**src/rtl/data_memory_controller_pkg.sv**
```systemverilog
// Shared types and helpers for the data memory controller.
package data_memory_controller_pkg;

    localparam int unsigned DATA_W = 32;

    typedef enum logic [1:0] {
        SIZE_BYTE = 2'd0,
        SIZE_HALF = 2'd1,
        SIZE_WORD = 2'd2
    } access_size_e;

    typedef enum logic [1:0] {
        ST_IDLE    = 2'd0,
        ST_ACCESS  = 2'd1,
        ST_RESPOND = 2'd2
    } ctrl_state_e;

    // Right-aligned bit mask covering the bytes touched by an access.
    function automatic logic [DATA_W-1:0] size_mask(input access_size_e size);
        case (size)
            SIZE_BYTE: size_mask = 32'h0000_00FF;
            SIZE_HALF: size_mask = 32'h0000_FFFF;
            SIZE_WORD: size_mask = 32'hFFFF_FFFF;
            default:   size_mask = '0;
        endcase
    endfunction

    // Sign- or zero-extend the low bytes of a raw memory word.
    function automatic logic [DATA_W-1:0] extend_load(input logic [DATA_W-1:0] data,
                                                      input access_size_e      size,
                                                      input logic              sign_ext);
        case (size)
            SIZE_BYTE: extend_load = {{24{sign_ext & data[7]}}, data[7:0]};
            SIZE_HALF: extend_load = {{16{sign_ext & data[15]}}, data[15:0]};
            default:   extend_load = data;
        endcase
    endfunction

endpackage

```
**src/rtl/data_memory_lane.sv**
```systemverilog
// Mask generation, legality check and load extension for one request.
module data_memory_lane
    import data_memory_controller_pkg::*;
#(
    parameter int unsigned BitWidth  = 32,
    parameter int unsigned Capacity  = 128,
    parameter int unsigned AddrWidth = 7
) (
    input  logic [1:0]           size,
    input  logic                 sign_ext,
    input  logic [AddrWidth-1:0] addr,
    input  logic [BitWidth-1:0]  rdata,
    output logic                 legal_c,
    output logic [BitWidth-1:0]  wmask_c,
    output logic [BitWidth-1:0]  rdata_ext_c
);

    localparam int unsigned SpanW = AddrWidth + 2;

    logic [SpanW-1:0] span;
    logic [SpanW-1:0] end_addr;

    // Illegal: reserved size, misaligned address, or access running past the end.
    always_comb begin
        span     = SpanW'(1) << size;
        end_addr = SpanW'(addr) + span;
        legal_c  = (size != 2'd3)
                && ((SpanW'(addr) & (span - SpanW'(1))) == '0)
                && (end_addr <= SpanW'(Capacity));
    end

    // Write mask and extended load data for the current size.
    always_comb begin
        wmask_c     = BitWidth'(size_mask(access_size_e'(size)));
        rdata_ext_c = BitWidth'(extend_load(DATA_W'(rdata), access_size_e'(size), sign_ext));
    end

endmodule

```
**src/rtl/data_memory_controller.sv**
```systemverilog
// Round-robin arbiter and sequencer for a byte-addressed data memory.
module data_memory_controller
    import data_memory_controller_pkg::*;
#(
    parameter int unsigned Requesters = 2,
    parameter int unsigned BitWidth   = 32,
    parameter int unsigned Capacity   = 128,
    parameter int unsigned AddrWidth  = $clog2(Capacity)
) (
    input  logic                                 clock,
    input  logic                                 reset,
    input  logic [Requesters-1:0]                req_valid,
    output logic [Requesters-1:0]                req_ready,
    input  logic [Requesters-1:0]                req_write,
    input  logic [Requesters-1:0][1:0]           req_size,
    input  logic [Requesters-1:0]                req_signed,
    input  logic [Requesters-1:0][AddrWidth-1:0] req_addr,
    input  logic [Requesters-1:0][BitWidth-1:0]  req_wdata,
    output logic [Requesters-1:0]                rsp_valid,
    output logic                                 rsp_error,
    output logic [BitWidth-1:0]                  rsp_rdata,
    output logic                                 mem_enable,
    output logic                                 mem_write,
    output logic [AddrWidth-1:0]                 mem_addr,
    output logic [BitWidth-1:0]                  mem_wdata,
    output logic [BitWidth-1:0]                  mem_wmask,
    input  logic [BitWidth-1:0]                  mem_rdata
);

    localparam int unsigned PtrW = (Requesters > 1) ? $clog2(Requesters) : 1;

    ctrl_state_e state, state_next;

    logic [PtrW-1:0]      ptr;
    logic [PtrW-1:0]      own;
    logic                 lat_write;
    logic [1:0]           lat_size;
    logic                 lat_sign;
    logic [AddrWidth-1:0] lat_addr;
    logic [BitWidth-1:0]  lat_wdata;
    logic                 lat_err;

    logic                 win_found;
    logic [PtrW-1:0]      win_idx;
    logic [PtrW:0]        cand_sum;
    logic [1:0]           win_size;
    logic                 win_sign;
    logic [AddrWidth-1:0] win_addr;

    logic [1:0]           lane_size;
    logic                 lane_sign;
    logic [AddrWidth-1:0] lane_addr;
    logic                 lane_legal;
    logic [BitWidth-1:0]  lane_wmask;
    logic [BitWidth-1:0]  lane_rdata_ext;

    logic                 accept_c;
    logic [PtrW-1:0]      ptr_next;

    // Round-robin search: first valid requester at or after the pointer.
    always_comb begin
        win_found = 1'b0;
        win_idx   = '0;
        cand_sum  = '0;
        for (int unsigned k = 0; k < Requesters; k++) begin
            cand_sum = {1'b0, ptr} + (PtrW+1)'(k);
            if (cand_sum >= (PtrW+1)'(Requesters)) begin
                cand_sum = cand_sum - (PtrW+1)'(Requesters);
            end
            if (!win_found && req_valid[cand_sum[PtrW-1:0]]) begin
                win_found = 1'b1;
                win_idx   = cand_sum[PtrW-1:0];
            end
        end
        win_size = req_size[win_idx];
        win_sign = req_signed[win_idx];
        win_addr = req_addr[win_idx];
    end

    assign accept_c  = (state == ST_IDLE) && win_found;
    assign ptr_next  = (win_idx == PtrW'(Requesters - 1)) ? '0 : win_idx + PtrW'(1);

    // The lane judges the incoming winner in Idle and the latched request afterwards.
    assign lane_size = (state == ST_IDLE) ? win_size : lat_size;
    assign lane_sign = (state == ST_IDLE) ? win_sign : lat_sign;
    assign lane_addr = (state == ST_IDLE) ? win_addr : lat_addr;

    data_memory_lane #(
        .BitWidth  (BitWidth),
        .Capacity  (Capacity),
        .AddrWidth (AddrWidth)
    ) u_lane (
        .size        (lane_size),
        .sign_ext    (lane_sign),
        .addr        (lane_addr),
        .rdata       (mem_rdata),
        .legal_c     (lane_legal),
        .wmask_c     (lane_wmask),
        .rdata_ext_c (lane_rdata_ext)
    );

    // State register; reset abandons any access in flight.
    always_ff @(posedge clock or negedge reset) begin
        if (!reset) begin
            state <= ST_IDLE;
        end else begin
            state <= state_next;
        end
    end

    // Next state plus memory, handshake and response strobes.
    always_comb begin
        state_next = state;
        req_ready  = '0;
        rsp_valid  = '0;
        rsp_error  = 1'b0;
        mem_enable = 1'b0;
        mem_write  = 1'b0;
        mem_addr   = '0;
        mem_wdata  = '0;
        mem_wmask  = '0;
        case (state)
            ST_IDLE: begin
                if (win_found) begin
                    req_ready[win_idx] = 1'b1;
                    state_next = lane_legal ? ST_ACCESS : ST_RESPOND;
                end
            end
            ST_ACCESS: begin
                mem_enable = 1'b1;
                mem_write  = lat_write;
                mem_addr   = lat_addr;
                mem_wdata  = lat_wdata;
                mem_wmask  = lane_wmask;
                state_next = ST_RESPOND;
            end
            ST_RESPOND: begin
                rsp_valid[own] = 1'b1;
                rsp_error      = lat_err;
                state_next     = ST_IDLE;
            end
            default: state_next = ST_IDLE;
        endcase
    end

    // Request capture on accept, pointer advance, and load data capture.
    always_ff @(posedge clock or negedge reset) begin
        if (!reset) begin
            ptr       <= '0;
            own       <= '0;
            lat_write <= 1'b0;
            lat_size  <= '0;
            lat_sign  <= 1'b0;
            lat_addr  <= '0;
            lat_wdata <= '0;
            lat_err   <= 1'b0;
            rsp_rdata <= '0;
        end else begin
            if (accept_c) begin
                own       <= win_idx;
                lat_write <= req_write[win_idx];
                lat_size  <= win_size;
                lat_sign  <= win_sign;
                lat_addr  <= win_addr;
                lat_wdata <= req_wdata[win_idx];
                lat_err   <= !lane_legal;
                ptr       <= ptr_next;
            end
            if ((state == ST_ACCESS) && !lat_write) begin
                rsp_rdata <= lane_rdata_ext;
            end
        end
    end

endmodule

```
**config.mk**
```make
export PLATFORM = sky130hd
export DESIGN_NAME = data_memory_controller
export DESIGN_NICKNAME = d
export VERILOG_FILES = /design/src/rtl/data_memory_controller_pkg.sv /design/src/rtl/data_memory_lane.sv /design/src/rtl/data_memory_controller.sv
export SDC_FILE = /design/constraint.sdc
export NUM_CORES = 1
export LEC_CHECK = 0
export BUFFER_PORTS_ARGS = -buffer_cell sky130_fd_sc_hd__buf_2
export CORE_ASPECT_RATIO = 0.5
export CORE_UTILIZATION = 46
export CTS_CLUSTER_SIZE = 12
export DETAILED_ROUTE_END_ITERATION = 8
export PLACE_DENSITY = 0.79
export SYNTH_ARGS = -nofsm -noshare
export SYNTH_HDL_FRONTEND = slang
export SYNTH_SLANG_ARGS = --single-unit
```
**constraint.sdc**
```tcl
create_clock -name clock -period 4.6 [get_ports clock]
set_input_delay 1.15 -clock clock [delete_from_list [all_inputs] [get_ports clock]]
set_output_delay 1.15 -clock clock [all_outputs]
set_load 0.02 [all_outputs]
```
# == After elaboration in Yosys (flattened, before gate mapping) ==
# Cells that the tools add are included.
# classes
add_sub_neg,6
order_cmp,9
n_eq_ne,6
n_shift,1
n_mux,42
bitwise_logic,3
reduce_logical,13
# op_table
op,n
32-bit 2-to-1 mux,4
32-bit case mux with 3 select lines,1
32-bit case mux with 2 select lines,1
7-bit 2-to-1 mux,4
1-bit 2-to-1 mux,21
2-bit 2-to-1 mux,8
7-bit by 9-bit adder with 9-bit output,1
7-bit by 9-bit bitwise AND with 9-bit output,1
"9-bit by 8-bit less-or-equal comparator with 1-bit output, second input constant",1
9-bit logical NOT,1
"1-bit by 2-bit << shifter with 9-bit output, first input constant",1
"9-bit by 1-bit subtractor with 9-bit output, second input constant",1
"1-bit by 2-bit < comparator with 1-bit output, second input constant",4
1-bit logical AND,7
"2-bit by 1-bit == test with 1-bit output, second input constant",2
"2-bit == test, second input constant",2
2-bit logical NOT,2
"2-bit != test, second input constant",2
2-bit case mux with 2 select lines,1
1-bit logical NOT,3
"1-bit by 1-bit adder with 2-bit output, second input constant",1
1-bit bitwise AND,2
1-bit demux with 1-bit select,2
"1-bit greater-or-equal comparator, second input constant",2
other kinds (4),5
# totals
regBits,80
in_bits,122
output_inout_bits,110

# == Logic depth before layout (Yosys ltp) ==
# depth
depth_word,20
depth_mapped,15
ltp_nobuf,14

# == Cells and area by module ==
# From an unflattened synthesis, not the netlist that was laid out.
# hier_totals
hier_cells,534
hier_area_um2,4943.5
# by_module_without_submodules
mod,n_inst,cells_each,area_per_inst_um2,seq_area_each_um2
data_memory_controller,1,417,4117.7,2001.9
data_memory_lane,1,117,825.8,0.0

# == Least setup slack after synthesis ==
# OpenSTA, ideal clock, no wires.
# synth_path
kind,input -> output
start,input req_valid[0]
end,output mem_wmask[10]
arrival_time_ns,3.094
path_slack_ns,0.356
path_stages,7
cell_sequence,nor2b_1 > nor2_2 > mux2i_1 > a21oi_1 > ha_1 > nor2_1 > buf_4
# synth_via
elab_chain_cells,12
word_cells_on_any_way,17
classes_between,2 x eq/ne; 12 x mux; 3 x reduce/logical
# synth_lines
item,line_no,rtl
"start, declared",data_memory_controller.sv:12,"input logic [Requesters-1:0] req_valid,"
1-bit 2-to-1 mux (not written as such) (2 in series),data_memory_controller.sv:70,if (!win_found && req_valid[cand_sum[PtrW-1:0]]) begin
1-bit 2-to-1 mux,data_memory_controller.sv:70,
1-bit logical NOT,data_memory_controller.sv:70,
1-bit logical AND,data_memory_controller.sv:70,
1-bit 2-to-1 mux *,data_memory_controller.sv:70,
2-bit 2-to-1 mux (not written as such) * (2 in series),data_memory_controller.sv:75,win_size = req_size[win_idx];
2-bit 2-to-1 mux *,data_memory_controller.sv:84,assign lane_size = (state == ST_IDLE) ? win_size : lat_size;
"2-bit == test, or another cell as far along",data_memory_controller_pkg.sv:20,case (size)
32-bit case mux with 3 select lines *,data_memory_controller_pkg.sv:20,
32-bit 2-to-1 mux *,data_memory_controller.sv:122,case (state)
"end, declared",data_memory_controller.sv:26,"output logic [BitWidth-1:0] mem_wmask,"
# Every way passes the cells marked *; elsewhere a longest branch is shown, timed or not. The select of a mux whose other input is x is not followed.

# == Worst setup path after layout ==
# layout_path
start,input req_valid[0]
end,output mem_wmask[14]
# The elaborated chain is that of the path after synthesis.

==> results.md <==
- Vias: 4059
- Hold Crit Endpoint: lat_wdata[10]
- RSZ-0062 raised after global routing: no
- Tcrit/Tclk final: 92.22%
- Critical Path AT: 3.09 ns
- Clock share of power: 19.9%
- Status: completed
- Share of the synthesized area in the top cell type: between 40% and 50%
- Worst Skew: 0.007598 ns
- Cts-stage hold buffer count: 0
- Register area: 0.002002 mm²
- Layout cells sized above 1: 37.87%
- First-pass GRT wire length: ~18 mm
- Insertion delay to the later sink of the worst-skew pair: ~0.33 ns
- Clock sinks: 80
- CTS resizes: 0
- Vias in the first global route: around 3.7k
- Core box area: 0.009009 mm²
- Post-CTS setup buffer count: 0
- Clock Path Buffers: 2
- VDD IR max: 0.2423 mV
- Layout Nets: between 800 and 900
- Max Cap Viol: 0
- Logic pwr share: a little under half
- Sequential element share of the synthesized area: approximately 45%
- #FFs+latches synth: 80
- Int Power: approximately 0.0022 W
- Avg Cell Area, Syn: 8.726 µm²
- Max Freq: 235.7 MHz
- Diodes inserted: 0
- Final Critical Period: 4.242 ns
- Startpoint types: input port
- Area Growth Syn to Fin: 31.18%
- FF-to-FF End: state[1]
- Routed WL: 11.18 mm
- IO Port Bufs: 231
- Switching Power: 0.001640 W
- H-tree levels: 3
- Largest net degree at the start of global routing: 81
- Syn Nets: ~640
- CTS Buf Count: 9
- Top cells by area, synth: dfrtp_1, nand2_1, and2_1
- WP data required: 3.45 ns
- Initial antenna violation count: 0
- Synthesized netlist cell count: about 510
- Hold path depth: 2
- Total GRT Usage: roughly 23%
- Power per cell area: 663.6 mW/mm²
- Max_slew headroom: 32.37%
- WL/cell: 13.60 µm
- Worst Reg2Reg Path Length in Cells: 14
- Hold path start: lat_wdata[10]
- Hold Path Class: reg2reg
- Setup slack after layout: around 0.36 ns
- Synth area leader: dfrtp_1
- Most frequent cells after synthesis: nand2_1, dfrtp_1, and2_1
- CTS tree: done
- Dominant register cell in the synthesized netlist: dfrtp_1
- 1st-pass router iterations: 4
- Leakage: 3.232 nW
- HPWL Detailed: slightly above 8 mm
- Post-synth EDFFs: 0
- Initial core utilization: 48.92%
- I/O pin count: between 200 and 250
- Synth cell types: 46
- DP Worst Slack: 0.2289 ns
- Worst r2r src: ptr
- Remaining DRCs: 0
- Synth warn: 0
- Cell Area, Synth: between 0.004 and 0.005 mm²
- Switching part of the total: between 40% and 50%
- Seq pwr share: 32.4%
- # setup viols final: 0
- Antenna Nets Post-Route: 0
- Kind of critical path: in2out
- Pwr Total: 0.003836 W
- Final Hold Viols: 0
- Overflow after GRT: 0
- Final-report max-slew violation count: 0
- Die ar.: 0.009999 mm²
- Clk slew on worst S/H paths: 0.06 ns
- Detailed Route Iter0 Violations: 176
- Fillers: 773
- Area of the multi-input gates: 0.002054 mm²
- CP Capture Type: output port
- Die width: 140.4 µm
- Count leader, synth: nand2_1
- Chip height: 71.21 µm
- Placer congestion estimate: 0.8574
- Setup TNS: 0 ns
- Asr flop ratio synth: 100.0%
- Row Count: 24
- Clock root buffer: clkbuf_16
- Worst reg-to-reg setup slack: approximately 1.1 ns
- Worst-Margin Slew: 1.014 ns
- Worst-path fanout max: 8
- Vias per Instance: 4.938
layout by cell type, fill, tap and decap left out, drive strengths merged, types with 2 or more instances in the layout:
cell type	instances
clkbuf	9
nor4	2
nor3b	3
mux2i	19
bufinv	2
nor3	2
nand2b	5
a21o	3
a21boi	2
or2	2
and2	42
inv	8
o21ai	31
buf	240
a31oi	4
a21oi	34
clkinv	5
a211oi	4
a22oi	21
ha	14
nor2	43
nand2	117
dfrtp	80
cells by family after synthesis:
logic type	synth area share (%)
simple gates	23.00
compound gates	14.57
flops	45.43
buf+inv	8.262
mux	4.316
fa+ha+maj	4.429
area by class of cell:
| class | instances | area share [%] |
|---|---|---|
| multi-input combinational | 361 | 35.54 |
| sequential | 80 | 34.63 |
| timing repair buffer | 240 | 21.21 |
| clock buffer | 9 | 3.896 |
| tap | 117 | 2.532 |
| clock inverter | 7 | 1.667 |
| inverter | 8 | 0.5195 |
critical path: stages:
cell and delay (ns):
buf_2 0.12, nor2b_1 0.38, nor2_2 0.10, mux2i_1 0.15
a21oi_1 0.37, ha_1 0.31, nor2_1 0.28, buf_2 0.23
flip-flops by register name, indices dropped and copies added, names as in the netlist:
register and count:
lat_wdata 32, rsp_rdata 32, lat_addr 7, lat_size 2, state 2, lat_err 1, lat_sign 1, lat_write 1
own 1, ptr 1
power groups by stage:
stage               Combinational [W]  Sequential (W)  Clock [W]
floorplan                     0.00114         0.00140          0
global placement              0.00178         0.00123          0
detailed placement            0.00184         0.00125          0
CTS                           0.00185         0.00124   0.000783
global route                  0.00205         0.00129   0.000813
finish                        0.00183         0.00124   0.000765
per-stage QoR:
step           instances  cell area (µm²)  util (%)  hold slack, ns
2_1_floorplan        505             4407         -          0.4304
3_3_place_gp         806             5459     60.60          0.4408
3_5_place_dp         806             5459     60.60          0.4477
4_1_cts              822             5781     64.17          0.4603
5_1_grt              822             5781     64.17          0.4755
6_report             822             5781     64.17          0.4548
per-layer routing:
metal / global-route usage [%] / wire [µm]
met4: 6.349 / 110
met2: 39.22 / 5447
met3: 5.882 / 604
met5: 0 / 0
met1: 28.91 / 5018
how the worst max path moves through the flow:
stage	startpoint	endpoint	slack [ns]	cells past startpoint
3_3_place_gp	req_valid[0]	state[1]	0.38	15
2_1_floorplan	req_valid[0]	mem_wmask[10]	0.36	7
5_1_grt	req_valid[0]	mem_wmask[13]	0.13	8
4_1_cts	req_valid[0]	mem_wmask[14]	0.35	8
3_5_place_dp	req_valid[0]	state[1]	0.23	15
6_report	req_valid[0]	mem_wmask[14]	0.36	8
Note: power is estimated with default switching activity, not from simulation.
